`config.mk`:
```
export PLATFORM = sky130hd
export DESIGN_NAME = pci_bus_arbiter
export DESIGN_NICKNAME = d
export VERILOG_FILES = /design/src/rtl/pci_arb_pkg.sv /design/src/rtl/pci_bus_arbiter_rr_pick.sv /design/src/rtl/pci_bus_arbiter.sv
export SDC_FILE = /design/constraint.sdc
export NUM_CORES = 1
export LEC_CHECK = 0
export CAP_MARGIN = 20
export CORE_MARGIN = 5
export CORE_UTILIZATION = 50
export DETAILED_ROUTE_END_ITERATION = 8
export GPL_TIMING_DRIVEN = 0
export PLACE_DENSITY = 0.78
export SYNTH_ARGS = -nofsm -noshare
export SYNTH_HDL_FRONTEND = slang
export SYNTH_SLANG_ARGS = --single-unit
```
`constraint.sdc`:
```
create_clock -name clk -period 2.6 [get_ports clk]
set_input_delay 0.52 -clock clk [delete_from_list [all_inputs] [get_ports clk]]
set_output_delay 0.52 -clock clk [all_outputs]
set_load 0.01 [all_outputs]
```
`src/rtl/pci_arb_pkg.sv`:
```
// Shared types and constants for the PCI bus arbiter and its round-robin picker.
package pci_arb_pkg;

  typedef enum logic [1:0] {
    IDLE,
    GRANT,
    BUSY
  } arb_state_t;

  localparam int NREQ_DEFAULT    = 4;
  localparam int TIMEOUT_DEFAULT = 16;

  // Width of an index that can address n items (never narrower than one bit).
  function automatic int idx_width(input int n);
    return (n > 1) ? $clog2(n) : 1;
  endfunction

endpackage

```
`src/rtl/pci_bus_arbiter_rr_pick.sv`:
```
// Combinational round-robin picker: searches upward from (last+1) mod N with
// wrap and reports the first active request, so the previous winner ranks last.
module rr_pick
  import pci_arb_pkg::*;
#(
  parameter int N = NREQ_DEFAULT,
  localparam int W = idx_width(N)
) (
  input  logic [N-1:0] req,
  input  logic [W-1:0] last,
  output logic         valid,
  output logic [W-1:0] winner
);

  logic [W-1:0] cand;

  // Scan offsets from farthest to nearest so the nearest active request wins.
  always_comb begin
    // NOTE: every variable written here gets a default first, so no path leaves
    // a value unassigned and no latch is inferred.
    valid  = 1'b0;
    winner = '0;
    cand   = '0;
    for (int i = N; i >= 1; i--) begin
      cand = W'((int'(last) + i) % N);
      if (req[cand]) begin
        valid  = 1'b1;
        winner = cand;
      end
    end
  end

endmodule

```
`src/rtl/pci_bus_arbiter.sv`:
```
// Central PCI bus arbiter: round-robin REQ_/GNT_ handshake, bus-idle tracking
// on FRAME_/IRDY_, revocation of unused grants, and transaction statistics.
module pci_bus_arbiter
  import pci_arb_pkg::*;
#(
  parameter int NREQ    = NREQ_DEFAULT,
  parameter int TIMEOUT = TIMEOUT_DEFAULT
) (
  input  logic                    clk,
  input  logic                    reset,
  input  logic [NREQ-1:0]         REQ_,
  input  logic                    FRAME_,
  input  logic                    IRDY_,
  output logic [NREQ-1:0]         GNT_,
  output logic [$clog2(NREQ)-1:0] owner,
  output logic                    bus_busy,
  output logic [15:0]             txn_count,
  output logic [7:0]              timeout_count
);

  localparam int OW = idx_width(NREQ);
  localparam int WW = idx_width(TIMEOUT);
  localparam logic [WW-1:0] WAIT_LAST = WW'(TIMEOUT - 1);

  arb_state_t      state_q, state_d;
  logic [OW-1:0]   owner_q, owner_d;
  logic [OW-1:0]   last_q, last_d;
  logic [WW-1:0]   wait_q, wait_d;
  logic [NREQ-1:0] gnt_n_q, gnt_n_d;
  logic            busy_q, busy_d;
  logic [15:0]     txn_q, txn_d;
  logic [7:0]      tout_q, tout_d;

  logic [NREQ-1:0] req_vec;
  logic            bus_idle;
  logic            pick_valid;
  logic [OW-1:0]   pick_winner;

  assign bus_idle = FRAME_ & IRDY_;

  // Convert active-low requests; anything other than a clean 0 counts as idle.
  always_comb begin
    req_vec = '0;
    for (int i = 0; i < NREQ; i++) begin
      req_vec[i] = (REQ_[i] === 1'b0);
    end
  end

  rr_pick #(.N(NREQ)) u_rr_pick (
    .req    (req_vec),
    .last   (last_q),
    .valid  (pick_valid),
    .winner (pick_winner)
  );

  // Next-state, grant, wait-counter and statistics logic.
  always_comb begin
    state_d = state_q;
    owner_d = owner_q;
    last_d  = last_q;
    wait_d  = wait_q;
    gnt_n_d = '1;
    txn_d   = txn_q;
    tout_d  = tout_q;

    unique case (state_q)
      IDLE: begin
        if (pick_valid && bus_idle) begin
          owner_d = pick_winner;
          last_d  = pick_winner;
          wait_d  = '0;
          gnt_n_d = ~(NREQ'(1) << pick_winner);
          state_d = GRANT;
        end
      end
      GRANT: begin
        if (!FRAME_) begin
          txn_d   = txn_q + 16'd1;
          state_d = BUSY;
        end else if (!req_vec[owner_q]) begin
          state_d = IDLE;
        end else if (wait_q == WAIT_LAST) begin
          if (tout_q != 8'hFF) begin
            tout_d = tout_q + 8'd1;
          end
          state_d = IDLE;
        end else begin
          wait_d  = wait_q + WW'(1);
          gnt_n_d = ~(NREQ'(1) << owner_q);
        end
      end
      BUSY: begin
        if (bus_idle) begin
          state_d = IDLE;
        end
      end
      default: state_d = IDLE;
    endcase

    busy_d = (state_d == BUSY);
  end

  // State and output registers with synchronous reset.
  always_ff @(posedge clk) begin
    // NOTE: sequential state uses non-blocking assignments so every flop
    // samples the pre-edge values regardless of statement order.
    if (reset) begin
      state_q <= IDLE;
      owner_q <= '0;
      last_q  <= OW'(NREQ - 1);
      wait_q  <= '0;
      gnt_n_q <= '1;
      busy_q  <= 1'b0;
      txn_q   <= '0;
      tout_q  <= '0;
    end else begin
      state_q <= state_d;
      owner_q <= owner_d;
      last_q  <= last_d;
      wait_q  <= wait_d;
      gnt_n_q <= gnt_n_d;
      busy_q  <= busy_d;
      txn_q   <= txn_d;
      tout_q  <= tout_d;
    end
  end

  assign GNT_          = gnt_n_q;
  assign owner         = owner_q;
  assign bus_busy      = busy_q;
  assign txn_count     = txn_q;
  assign timeout_count = tout_q;

endmodule

```
==> results.cfg, run 1 <==
[floorplan]
fp.dieArea_um2 = 5080
die_height_um = 71.2
floorplan.initialDensity_pct = 51.2
core_region_area_um2 = 3660
ios = 39
placementRows = 22
die-width_um = 71.2

[layout]
sequential_cell_area_um2 = 781
final_util_pct = 66.2
area_growth_syn_to_layout_pct = 29.3
filler_cell_count = 327
total_area_of_multi_input_combinational_cells_um2 = 1030
antenna_cells_inserted = 0
post_route_cells_drive_above_1_share_pct = 8.56
finish.instance_area_um2 = 2420
num-nets-final = 267

[hold_path]
min_from = txn_count[15]
worstHoldEndpoint = txn_count[15]
hold_depth = 2
worstHoldPathType = reg2reg

[global_route]
first_global_vias = 1597
initial_antenna_violation_count = 0
groute.usage.overall_pct = 17.2
grt_start_max_net_pins = 12
grt.overflow.total = 0
wire_length_of_the_first_global_routing_pass_mm = 7.23

[critical_path]
worst_r2r_endpoint = timeout_count[4]
crit_path_end_kind = flop
r2r_setup_slack_ns = 0.33
cp_data_required_time_ns = 2.81
cp_slowest_stage_delay_ns = 0.53
crit_slowest_cell = sky130_fd_sc_hd__mux4_2
timing.critical_path.from_type = input port
reg2reg_from = owner[0]
critical_path.cell_chain = clkdlybuf4s50_1 -> mux4_2 -> or3b_1 -> buf_2 -> or4_1 -> a21oi_1
depth_of_the_worst_register_to_register_path = 5
path_max_fanout = 7
timing.critical_path.arrival_ns = 2.70
critPathBufInv = 2
critical-path-top-delay-family = simple AND/OR/NAND/NOR gates
criticalPathCategory = in2reg

[sta]
worst_clock_skew_ns = 0.00587
fin_crit_ns = 2.48
final_max_slew_violation_count = 0
fmaxAchievable_ghz = 0.403
setup_repair_after_global_routing_missed_its_margin = no
maxSlewHeadroom_pct = 62.0
hold_viol_final = 0
final.period_utilization_pct = 95.5
final.hold.worst_slack_ns = 0.485
worst_setup_slack_after_layout_ns = 0.117
timing_worst_slew_pin_value_ns = 0.569
setup_violations = 0

[detailed_routing]
routed_wirelength_mm = 4.22
routed_wire_length_per_instance_um = 13.8
route.detailed.drc = 0
final_antenna_net_count = 0
post_drt_via_cell_ratio = 5.69
dr.first_iter.drc_count = 108
route.vias.total = 1734
drt_pre_antenna_iters = 4

[clock_tree]
clock_path_buffers = 2
cts_tree = yes
cts_sinks = 39
cts.hold.buffers_added = 0
clock-root-buffer = sky130_fd_sc_hd__clkbuf_8
clk_transition_reported_paths_ns = 0.07
clock_insertion_delay_at_the_later_pin_of_the_skew_report_ns = 0.29
htree_num_levels = 2
cts_inserted_buffers = 5

[logic_synthesis]
post_synth_inst_count = 211
synthDistinctLibCells = 44
synth-warning-count = 0
synth.yosys.seq_area_share_pct = 41.6
synth.most_common_cell = sky130_fd_sc_hd__dfxtp_1
synth_commonest_cells = 39 x sky130_fd_sc_hd__dfxtp_1, 25 x sky130_fd_sc_hd__nor2_1, 19 x sky130_fd_sc_hd__a21oi_1, 11 x sky130_fd_sc_hd__nand3_1, 8 x sky130_fd_sc_hd__nand2_1
synth_area_um2 = 1880
dominant_cell_type_by_area_after_synthesis = sky130_fd_sc_hd__dfxtp_1
postSynthNetCount = 222
syn-mean-instance-area_um2 = 8.89
synth-edff-count = 0
number_of_synthesized_register_bits = 39
synth_ff_type = sky130_fd_sc_hd__dfxtp_1
synth_area_leaders = sky130_fd_sc_hd__dfxtp_1 42%, sky130_fd_sc_hd__a21oi_1 5.1%, sky130_fd_sc_hd__nor2_1 5.0%
async_flop_share_pct = 0
top_cell_type_s_share_of_synthesized_area_pct = 41.6

[pwr]
worst_ir_drop_vdd_uv = 285
power.clock.fraction_pct = 38.6
power_per_unit_of_standard_cell_area_nw_per_um2 = 475
static-leakage-power_uw = 0.000841
power_switching_share_pct = 22.5
share_seq_of_total_power_pct = 53.6
intPower_uw = 892
power.total_uw = 1150
switching_power_uw = 259
comb_power_share_pct = 7.8

[placed_design]
detailed_place.area_um2 = 2310
detailedPlacementHpwl_mm = 3.06
place_worst_setup_slack_ns = -0.244
placement.io_buffers = 37
gp_congestion = 0.808

[run]
max-cap-violations = 0

[status]
run_status = complete, no violations
==> kinds of logic after synthesis <==
family | after synthesis | synth area share (%)
AO/OA/AOI/OAI | 43 | 13.7
AND/OR/NAND/NOR | 96 | 30.3
XOR/XNOR | 13 | 6.07
flip-flops | 39 | 41.6
buffers and inverters | 14 | 3.94
multiplexers | 3 | 2.33
adder cells (fa/ha/maj) | 3 | 2.00
==> layout by cell type, fill, tap and decap left out, types with 7 or more instances in the layout <==
master,n
sky130_fd_sc_hd__xor2_1,7
sky130_fd_sc_hd__o21ai_0,7
sky130_fd_sc_hd__nor2_1,25
sky130_fd_sc_hd__a21oi_1,19
sky130_fd_sc_hd__nand2_1,8
sky130_fd_sc_hd__clkdlybuf4s50_1,35
sky130_fd_sc_hd__clkbuf_8,7
sky130_fd_sc_hd__nand3_1,11
sky130_fd_sc_hd__or4_1,7
sky130_fd_sc_hd__dfxtp_1,39
==> power by group through the flow <==
stage	clock network (uW)	logic [uW]	registers, uW
4_1_cts	448	87.7	617
3_5_place_dp	0	87.6	631
2_1_floorplan	0	48.7	631
3_3_place_gp	0	86.0	631
6_report	444	89.9	617
5_1_grt	480	99.7	619
==> worst max path at each step <==
stage / to / from / cells past startpoint / slack, ns
6_report: timeout_count[4] / REQ_[0] / 6 / 0.12
5_1_grt: timeout_count[4] / REQ_[0] / 6 / 0.01
2_1_floorplan: timeout_count[3] / owner[0] / 5 / 0.42
3_3_place_gp: timeout_count[4] / REQ_[3] / 6 / -0.18
3_5_place_dp: timeout_count[4] / REQ_[3] / 6 / -0.24
4_1_cts: timeout_count[4] / REQ_[3] / 6 / 0.06
==> worst register-to-register path, delay by kind of cell, from the launching register on <==
family / cells / cell delay, ns
and+or+nand+nor: 2 / 0.82
AOI/OAI and AO/OA: 1 / 0.16
buffers and inverters: 1 / 0.16
DFF: 1 / 0.48
muxes: 1 / 0.58
==> registers in the layout, summed over array words and instances (netlist names) <==
signal         count
state_q            2
GNT_               4
last_q             2
bus_busy           1
txn_count         16
owner              2
wait_q             4
timeout_count      8
==> what timing repair did <==
action,CTS,global route
setup endpoints to repair,0,4
resized for setup,0,3
setup buffers,0,1
==> per-stage QoR <==
stage / setup TNS, ns / instances
5_1_grt: 0 / 305
3_3_place_gp: -1.77 / 296
6_report: 0 / 305
3_5_place_dp: -1.96 / 296
4_1_cts: 0 / 304
2_1_floorplan: 0 / 211
==> per-layer routing <==
metal / track usage, % / up-vias / wire length (um)
met2: 26.7 / 40 / 1890
met3: 4.91 / 7 / 204
met4: 4.80 / 0 / 44
met5: 0 / - / 0
li1: - / 876 / -
met1: 23.4 / 811 / 2080
==> layout make-up <==
class | instances | share of cell area, %
plain buffers | 10 | 2.43
clock buffers | 8 | 4.13
inverters | 4 | 0.619
multi-input cells | 158 | 42.4
flip-flops and latches | 39 | 32.2
well taps | 48 | 2.48
repair buffers | 38 | 15.8
Power figures use the tool's default switching activity.
==> run 2: changes to the inputs <==
--- a/config.mk
+++ b/config.mk
@@ -6,7 +6,6 @@
 export NUM_CORES = 1
 export LEC_CHECK = 0
 export CAP_MARGIN = 20
-export CORE_MARGIN = 5
 export CORE_UTILIZATION = 50
 export DETAILED_ROUTE_END_ITERATION = 8
 export GPL_TIMING_DRIVEN = 0
==> results.cfg, run 2 (synthesized netlist as in run 1, its figures left out) <==
[status]
run_status = complete, no violations

[detailed_routing]
route.vias.total = 1725
post_drt_via_cell_ratio = 5.71
dr.first_iter.drc_count = 108
routed_wirelength_mm = 3.97
final_antenna_net_count = 0
routed_wire_length_per_instance_um = 13.2
drt_pre_antenna_iters = 4
route.detailed.drc = 0

[sta]
worst_clock_skew_ns = 0.00662
worst_setup_slack_after_layout_ns = 0.109
setup_repair_after_global_routing_missed_its_margin = no
maxSlewHeadroom_pct = 59.5
setup_violations = 0
fin_crit_ns = 2.49
final.period_utilization_pct = 95.8
timing_worst_slew_pin_value_ns = 0.600
hold_viol_final = 0
final_max_slew_violation_count = 0
fmaxAchievable_ghz = 0.401
final.hold.worst_slack_ns = 0.492
fin_setup_tns_ns = 0

[layout]
num-nets-final = 266
max_reg_flops = 16
total_area_of_multi_input_combinational_cells_um2 = 1020
area_growth_syn_to_layout_pct = 27.6
post_route_cells_drive_above_1_share_pct = 7.42
finish.instance_area_um2 = 2390
filler_cell_count = 296
commonest_cells_after_routing_fill_and_taps_aside = 39 x sky130_fd_sc_hd__dfxtp_1, 34 x sky130_fd_sc_hd__clkdlybuf4s50_1, 25 x sky130_fd_sc_hd__nor2_1
antenna_cells_inserted = 0
sequential_cell_area_um2 = 781
finish.cell_count_without_fillers = 302
layout.cells.most_common = sky130_fd_sc_hd__dfxtp_1

[clock_tree]
clock_path_buffers = 2
cts_sinks = 39
htree_num_levels = 2
cts.hold.buffers_added = 0
clock-root-buffer = sky130_fd_sc_hd__clkbuf_8
clock_insertion_delay_at_the_later_pin_of_the_skew_report_ns = 0.30
cts_tree = yes
clk_transition_reported_paths_ns = 0.07
cts_inserted_buffers = 5

[global_route]
groute.usage.overall_pct = 23.1
grt_start_max_net_pins = 12
grt.overflow.total = 0
initial_antenna_violation_count = 0
first_global_vias = 1551
wire_length_of_the_first_global_routing_pass_mm = 7.18

[critical_path]
r2r_setup_slack_ns = 0.29
reg2reg_from = owner[0]
crit_slowest_cell = sky130_fd_sc_hd__mux4_2
timing.critical_path.arrival_ns = 2.72
cp_slowest_stage_delay_ns = 0.55
crit_cells = 6
critical-path-top-delay-family = simple AND/OR/NAND/NOR gates
worst_setup_path_endpoint = timeout_count[5]
path_max_fanout = 7
crit_path_end_kind = flop
depth_of_the_worst_register_to_register_path = 5
criticalPathCategory = in2reg
worst_r2r_endpoint = timeout_count[5]
critical_path.cell_chain = clkdlybuf4s50_1 -> mux4_2 -> or3b_1 -> buf_2 -> or4b_1 -> a21oi_1
cp_data_required_time_ns = 2.83
first_element_of_the_critical_path = REQ_[2]
critPathBufInv = 2
timing.critical_path.from_type = input port

[pwr]
static-leakage-power_uw = 0.000834
worst_ir_drop_vdd_uv = 367
power_per_unit_of_standard_cell_area_nw_per_um2 = 459

[run]
max-cap-violations = 0

[placed_design]
place_worst_setup_slack_ns = -0.215
placed_cells_incl_taps = 294
gp_congestion = 0.812
placement.io_buffers = 37
detailedPlacementHpwl_mm = 2.85
detailed_place.area_um2 = 2300

[floorplan]
ios = 39
floorplan.initialDensity_pct = 54.1
core_region_area_um2 = 3470
die_height_um = 63.2
die-width_um = 63.2
fp.dieArea_um2 = 4000
placementRows = 21

[hold_path]
worstHoldPathType = reg2reg
## run 2: cell types whose count changed in the layout (fill, tap and decap cells not counted)
cell	before	now
sky130_fd_sc_hd__clkbuf_1	6	7
sky130_fd_sc_hd__buf_4	1	0
sky130_fd_sc_hd__clkdlybuf4s50_1	35	34
sky130_fd_sc_hd__clkinv_2	0	1
sky130_fd_sc_hd__clkbuf_8	7	5
sky130_fd_sc_hd__nor4b_2	1	0
sky130_fd_sc_hd__nor4b_1	1	2
sky130_fd_sc_hd__dlymetal6s2s_1	2	3
## run 2: power by group
group	switching (uW)	internal (uW)	total, uW
Clock	207	188	395
Sequential	11.7	606	618
Combinational	43.7	41.7	85.3
Total	263	836	1100
## run 2: worst register-to-register path, stage by stage, from the launching register on
cell	delay (ns)
sky130_fd_sc_hd__dfxtp_1	0.49
sky130_fd_sc_hd__mux4_2	0.60
sky130_fd_sc_hd__or3b_1	0.37
sky130_fd_sc_hd__buf_2	0.16
sky130_fd_sc_hd__or4b_1	0.47
sky130_fd_sc_hd__a21oi_1	0.15
## run 2: final cells by class
| type | instances | area share (%) |
|---|---|---|
| Buffer | 10 | 2.46 |
| Clock buffer | 7 | 3.19 |
| Clock inverter | 1 | 0.209 |
| Inverter | 4 | 0.628 |
| Multi-Input combinational cell | 158 | 42.7 |
| Sequential cell | 39 | 32.6 |
| Tap cell | 46 | 2.41 |
| Timing Repair Buffer | 37 | 15.8 |
## run 2: layer usage
metal / part of all wire (%) / track usage, % / routed length, um / up-vias
met4: 1.6 / 8.52 / 65 / 0
li1: - / - / - / 868
met1: 48 / 29.5 / 1890 / 810
met2: 46 / 35.2 / 1820 / 42
met5: 0 / 0 / 0 / -
met3: 4.8 / 8.70 / 192 / 5
## run 2: how the worst min path moves through the flow
stage,cells after the start,from,slack (ns),endpoint
finish,2,timeout_count[7],0.49,timeout_count[7]
floorplan,2,wait_q[3],0.48,wait_q[3]
global route,3,reset,0.52,wait_q[2]
CTS,2,timeout_count[7],0.49,timeout_count[7]
global placement,2,txn_count[15],0.48,txn_count[15]
detailed placement,2,timeout_count[7],0.48,timeout_count[7]
## run 2: repair_timing
item / CTS / global route
gates resized for setup: 0 / 3
endpoints found under the setup margin: 0 / 6
buffers inserted: 0 / 0
## run 2: per-stage QoR
stage	power, uW	utilization (%)
CTS	1110	68.8
finish	1100	69.0
detailed placement	717	66.4
floorplan	680	-
global route	1150	69.0
global placement	716	66.4
